==> src/rtl/rb_frame_sequencer.sv <==
// Frame controller for the row-buffer line-buffer datapath: preload RBS-1 rows, then stream window columns.
// Define RB_SEQ_STALL_CNT_EN to build the backpressure stall counter; otherwise stall_cnt is tied to 0.
module rb_frame_sequencer #(
    parameter int RB_DEPTH = 512,
    parameter int RBS      = 4,
    parameter int IMG_ROWS = 512,
    parameter int EMEM_LAT = 1,
    parameter int READ_LAT = 2
) (
    input  logic                        clk,
    input  logic                        rst_n,
    input  logic                        start,
    input  logic                        out_ready,
    output logic                        en_e_mem_addr,
    output logic                        en_w_bram_addr,
    output logic                        en_r_bram_addr,
    output logic                        win_valid,
    output logic                        busy,
    output logic                        done,
    output logic [$clog2(IMG_ROWS)-1:0] row_cnt,
    output logic [$clog2(RB_DEPTH)-1:0] col_cnt,
    output logic [31:0]                 stall_cnt
);
    localparam int RW          = $clog2(IMG_ROWS);
    localparam int CW          = $clog2(RB_DEPTH);
    localparam int PRE_FETCHES = (RBS - 1) * RB_DEPTH;
    localparam int FW          = $clog2(PRE_FETCHES + 1);
    localparam int FLUSH_LEN   = (EMEM_LAT > READ_LAT) ? EMEM_LAT : READ_LAT;
    localparam int LW          = $clog2(FLUSH_LEN + 1);
    localparam int LAST_ROW    = IMG_ROWS - RBS;

    typedef enum logic [2:0] {S_IDLE, S_PRELOAD, S_STREAM, S_FLUSH, S_DONE} state_t;

    state_t          state_q, state_d;
    logic [FW-1:0]   fetch_q, fetch_d;
    logic [RW-1:0]   row_q, row_d;
    logic [CW-1:0]   col_q, col_d;
    logic [LW-1:0]   flush_q, flush_d;
    logic [EMEM_LAT-1:0] ew_q, ew_d;
    logic [READ_LAT-1:0] rv_q, rv_d;
    logic            last_read;

    // Handshake: in STREAM a column is consumed (one fetch + one read) in every cycle out_ready=1;
    // out_ready=0 stalls everything. PRELOAD and the other states ignore out_ready.
    assign last_read = (row_q == RW'(LAST_ROW)) && (col_q == CW'(RB_DEPTH - 1));

    always_ff @(posedge clk or negedge rst_n) begin
        if (!rst_n) begin
            state_q <= S_IDLE;
            fetch_q <= '0;
            row_q   <= '0;
            col_q   <= '0;
            flush_q <= '0;
            ew_q    <= '0;
            rv_q    <= '0;
        end else begin
            state_q <= state_d;
            fetch_q <= fetch_d;
            row_q   <= row_d;
            col_q   <= col_d;
            flush_q <= flush_d;
            ew_q    <= ew_d;
            rv_q    <= rv_d;
        end
    end

    always_comb begin
        state_d = state_q;
        case (state_q)
            S_IDLE:    if (start) state_d = S_PRELOAD;
            S_PRELOAD: if (fetch_q == FW'(PRE_FETCHES - 1)) state_d = S_STREAM;
            S_STREAM:  if (out_ready && last_read) state_d = S_FLUSH;
            S_FLUSH:   if (flush_q == LW'(FLUSH_LEN - 1)) state_d = S_DONE;
            S_DONE:    state_d = S_IDLE;
            default:   state_d = S_IDLE;
        endcase
    end

    always_comb begin
        en_e_mem_addr  = 1'b0;
        en_r_bram_addr = 1'b0;
        busy           = (state_q != S_IDLE);
        done           = (state_q == S_DONE);
        case (state_q)
            S_PRELOAD: en_e_mem_addr = 1'b1;
            S_STREAM: begin
                en_e_mem_addr  = out_ready;
                en_r_bram_addr = out_ready;
            end
            default: ;
        endcase
    end

    // Row/col hold on the final read so they report the last window position through DONE and IDLE.
    always_comb begin
        fetch_d = fetch_q;
        row_d   = row_q;
        col_d   = col_q;
        flush_d = '0;
        case (state_q)
            S_IDLE: begin
                if (start) begin
                    fetch_d = '0;
                    row_d   = '0;
                    col_d   = '0;
                end
            end
            S_PRELOAD: fetch_d = fetch_q + 1'b1;
            S_STREAM: begin
                if (out_ready && !last_read) begin
                    if (col_q == CW'(RB_DEPTH - 1)) begin
                        col_d = '0;
                        row_d = row_q + 1'b1;
                    end else begin
                        col_d = col_q + 1'b1;
                    end
                end
            end
            S_FLUSH: flush_d = flush_q + 1'b1;
            default: ;
        endcase
    end

    // Delay lines keep shifting in every state so FLUSH drains the in-flight beats.
    always_comb begin
        ew_d = (ew_q << 1) | EMEM_LAT'(en_e_mem_addr);
        rv_d = (rv_q << 1) | READ_LAT'(en_r_bram_addr);
    end

    assign en_w_bram_addr = ew_q[EMEM_LAT-1];
    assign win_valid      = rv_q[READ_LAT-1];
    assign row_cnt        = row_q;
    assign col_cnt        = col_q;

`ifdef RB_SEQ_STALL_CNT_EN
    logic [31:0] stall_q, stall_d;

    always_comb begin
        stall_d = stall_q;
        if (state_q == S_IDLE && start) begin
            stall_d = '0;
        end else if (state_q == S_STREAM && !out_ready && stall_q != 32'hFFFF_FFFF) begin
            stall_d = stall_q + 32'd1;
        end
    end

    always_ff @(posedge clk or negedge rst_n) begin
        if (!rst_n) stall_q <= '0;
        else        stall_q <= stall_d;
    end

    assign stall_cnt = stall_q;
`else
    assign stall_cnt = 32'd0;
`endif

endmodule

==> config.mk <==
export PLATFORM = sky130hd
export DESIGN_NAME = rb_frame_sequencer
export DESIGN_NICKNAME = d
export VERILOG_FILES = /design/src/rtl/rb_frame_sequencer.sv
export SDC_FILE = /design/constraint.sdc
export NUM_CORES = 1
export LEC_CHECK = 0
export CORE_ASPECT_RATIO = 1.25
export CORE_MARGIN = 3
export CORE_UTILIZATION = 40
export CTS_BUF_LIST = sky130_fd_sc_hd__clkbuf_8
export DETAILED_ROUTE_END_ITERATION = 10
export GPL_TIMING_DRIVEN = 1
export PLACE_DENSITY = 0.76
export SLEW_MARGIN = 20
export SYNTH_ARGS = -nofsm -noshare
export SYNTH_HDL_FRONTEND = slang
export SYNTH_SLANG_ARGS = --single-unit
==> constraint.sdc <==
create_clock -name clk -period 3 [get_ports clk]
set_input_delay 0.45 -clock clk [delete_from_list [all_inputs] [get_ports clk]]
set_output_delay 0.45 -clock clk [all_outputs]
set_load 0.1 [all_outputs]
==> results.md <==
- Vias per cell: approximately 5.5
- Layout cells sized above 1: 15.9%
- R2R Setup Slk: roughly 0.36 ns
- Clk sinks: 37
- Final WL: ~4500 um
- Area grow syn2layout: 12.1%
- DIE WIDTH: between 70 and 80 um
- RSZ-0062 raised after global routing: no
- Top_reg_cell synth: dfrtp_1
- Max Slew Vio Count: 0
- Die ar.: 6550 um^2
- Hold path start: rv_q[0]$_DFF_PN0_
- Pwr per Cell Area: around 450 nW/um^2
- Setup tns final: 0 ns
- GRT Resource Usage Total: 14.3%
- Endpoints failing setup: 0
- Synth async-reset ratio: 100%
- CTS HTree Levels: 2
- Final Skew: about 0.0046 ns
- DP HPWL: about 3300 um
- Post-synth cell types: 45
- Clk buf depth: 2
- Period Utilization, post-route: 88.1%
- Core Util, Final: 47.8%
- First-pass GRT wire length: between 7000 and 8000 um
- Vias in the first global route: 1,632
- Post-Syn Area: about 2200 um^2
- Critical path arrival: around 2.9 ns
- CP Capture Type: flop
- Top post-synthesis cells by area: dfrtp_1, buf_4, o31ai_1
- R2R depth: 10
- Hold depth: 0
- Core Footprint: between 5000 and 6000 um^2
- Final instance area: between 2000 and 3000 um^2
- Crit Reg-Reg Startpoint: col_cnt[0]$_DFFE_PN0P_
- Setup Buffers After CTS: 0
- Area occupied by multi-input gates: approximately 1100 um^2
- Min Tclk post-route: between 2 and 3 ns
- Cts bufs inserted: 5
- Startpoint Class: flop
- CP Data Required Time: approximately 3.2 ns
- Max-cap violation count: 0
- Initial antenna violation count: 0
- RD Place Congestion: slightly below 0.8
- Final ANT Viol Nets: 0
- Hold Path End: rv_q[1]$_DFF_PN0_
- Met1 wire length: between 1500 and 2000 um
- CTS tree: done
- FF+latch count, synth: 37
- Storage element area: roughly 900 um^2
- DR WL/cell: between 10 and 15 um
- Die Span Y: 89.8 um
- Min-Delay Path Class: reg2reg
- DRC violations left: 0
- Met3 wire length: roughly 290 um
- Largest net degree at the start of global routing: 38
- Yosys warnings: 0
- FMAX: 378 MHz
- DR WL met2: 2220 um
- Max Used Layer: met4
- Syn Area/Cell: just over 9 um^2
- DRT iter0 DRCs: approximately 110
- Starting density of the core: between 40% and 50%
- Fillers: between 400 and 500
- PostCTS Resize Cnt: 0
- Port bufs: 27
- Synth Instances: ~240
- Crit-path max FO: 20
- Cts hold-fix bufs: 0
- Pleak: between 0.001 and 0.0015 uW
- Grt total ovfl: 0
- Pre-antenna DRT Iters: 4
- Outcome: finished clean
- RR Endpoint: row_cnt[0]$_DFFE_PN0P_
- Worst slew pin tran: approximately 0.8 ns
- Row cnt: 29
- Setup CP Type: reg2reg
- Top-area cell type share of the netlist area: approximately two fifths
- Post-layout nets: between 200 and 300
- Placed cell area: between 2000 and 2500 um^2
- Post-synth EDFFs: 0
- IO Pins: 60
- Leading area contributor after synthesis: dfrtp_1
- Max-slew headroom: 47.2%
- Hold Vio Cnt, Final: 0
- Vias: 1,832
- Worst vdd ir: approximately 0.24 mV
- Clock latency reported for the late side of the worst-skew pair: roughly 0.28 ns
- Post-synthesis sequential area ratio: 41.2%
- Root Driver: clkbuf_8
- Ant. Diodes: 0
- Clock-pin slew on the worst setup and hold paths: about 0.07 ns
-- flip-flops by register name, indices dropped and copies added, names as in the netlist --
signal,cells
col_cnt,9
en_w_bram_addr,1
fetch_q,11
flush_q,2
row_cnt,9
rv_q,2
state_q,3
-- worst max-delay path by stage --
stage / end / cells past startpoint / start / slack (ns)
after detailed placement: row_cnt[0]$_DFFE_PN0P_ / 10 / col_cnt[0]$_DFFE_PN0P_ / 0.39
after global routing: row_cnt[0]$_DFFE_PN0P_ / 10 / col_cnt[0]$_DFFE_PN0P_ / 0.01
after CTS: row_cnt[0]$_DFFE_PN0P_ / 10 / col_cnt[0]$_DFFE_PN0P_ / 0.35
after global placement: row_cnt[0]$_DFFE_PN0P_ / 9 / col_cnt[0]$_DFFE_PN0P_ / 0.46
after floorplan: col_cnt[3]$_DFFE_PN0P_ / 11 / col_cnt[0]$_DFFE_PN0P_ / 0.17
final: row_cnt[0]$_DFFE_PN0P_ / 10 / col_cnt[0]$_DFFE_PN0P_ / 0.36
-- per-layer routing --
metal,track usage (%),vias to the layer above
li1,-,880
met1,18.2,875
met2,23.7,72
met3,3.01,5
met4,4.62,0
met5,0,-
-- synthesized netlist by cell type (4+ instances only) --
master	n
or4_1	10
nor2_1	9
clkbuf_1	4
dfrtp_1	37
nor3_1	6
a31oi_1	4
ha_1	6
buf_2	5
buf_4	33
inv_1	8
nand4_1	7
mux2i_1	5
o31ai_1	12
o21ai_0	17
nand2_1	22
nand3_1	7
a21oi_1	11
-- per-stage QoR --
stage                     cells  power (uW)  setup slack, ns  hold WS [ns]
after floorplan             273         763            0.165         0.154
after global placement      324         756            0.458         0.335
after detailed placement    324         757            0.391         0.335
after CTS                   332        1140            0.353         0.352
after global routing        332        1170           0.0149         0.369
final                       332        1120            0.357         0.350
-- placed cells by master, fill, tap and decap left out, types with 2 or more instances in the layout --
master            n
and3_1            2
ha_1              6
nor4_1            2
and2_1            3
a31oi_1           4
or4_1            10
dfrtp_1          37
a21oi_1          11
o31ai_1          12
nand2_1          22
nand4_1           7
or3b_1            2
clkbuf_8          7
clkdlybuf4s50_1   3
o21ai_0          17
or3_1             2
buf_4            27
inv_1             8
o21ai_1           2
nor2_1            9
a21o_1            2
mux2i_1           5
conb_1           32
nand3_1           7
and4_1            2
nor3_1            6
o41ai_1           2
nor3b_2           2
-- area by class of cell --
cell class	instances	share of cell area [%]
timing repair buffer	31	10.0
clock buffer	7	3.83
multi-input combinational	186	44.9
sequential	37	36.8
tap	62	3.08
clock inverter	1	0.199
inverter	8	1.19
-- worst max-delay path: stages (launching register included) --
cell and delay [ns]:
dfrtp_1 0.42, ha_1 0.19, and2_1 0.17, nand2_1 0.06
nor2_1 0.10, ha_1 0.19, nand3_1 0.13, nor4_2 0.61
buf_4 0.35, nor2_1 0.15, o21ai_1 0.19
-- where the power goes --
| group | total, uW | switching (uW) | internal, uW |
|---|---|---|---|
| clock | 377 | 169 | 208 |
| sequential | 509 | 5.57 | 503 |
| combinational | 238 | 224 | 14.0 |
-- cells by family (layout without fill, tap and decap cells) --
kind of cell / count (synthesis) / in the layout / synth area share (%)
mux: 5 / 5 / 2.23
buf+inv: 50 / 47 / 14.2
fa+ha+maj: 6 / 6 / 3.34
flops: 37 / 37 / 41.2
other cells: 1 / 32 / 0.167
simple gates: 85 / 85 / 22.3
compound gates: 57 / 57 / 16.2
xor+xnor: 1 / 1 / 0.390
Note: power is estimated with default switching activity, not from simulation.
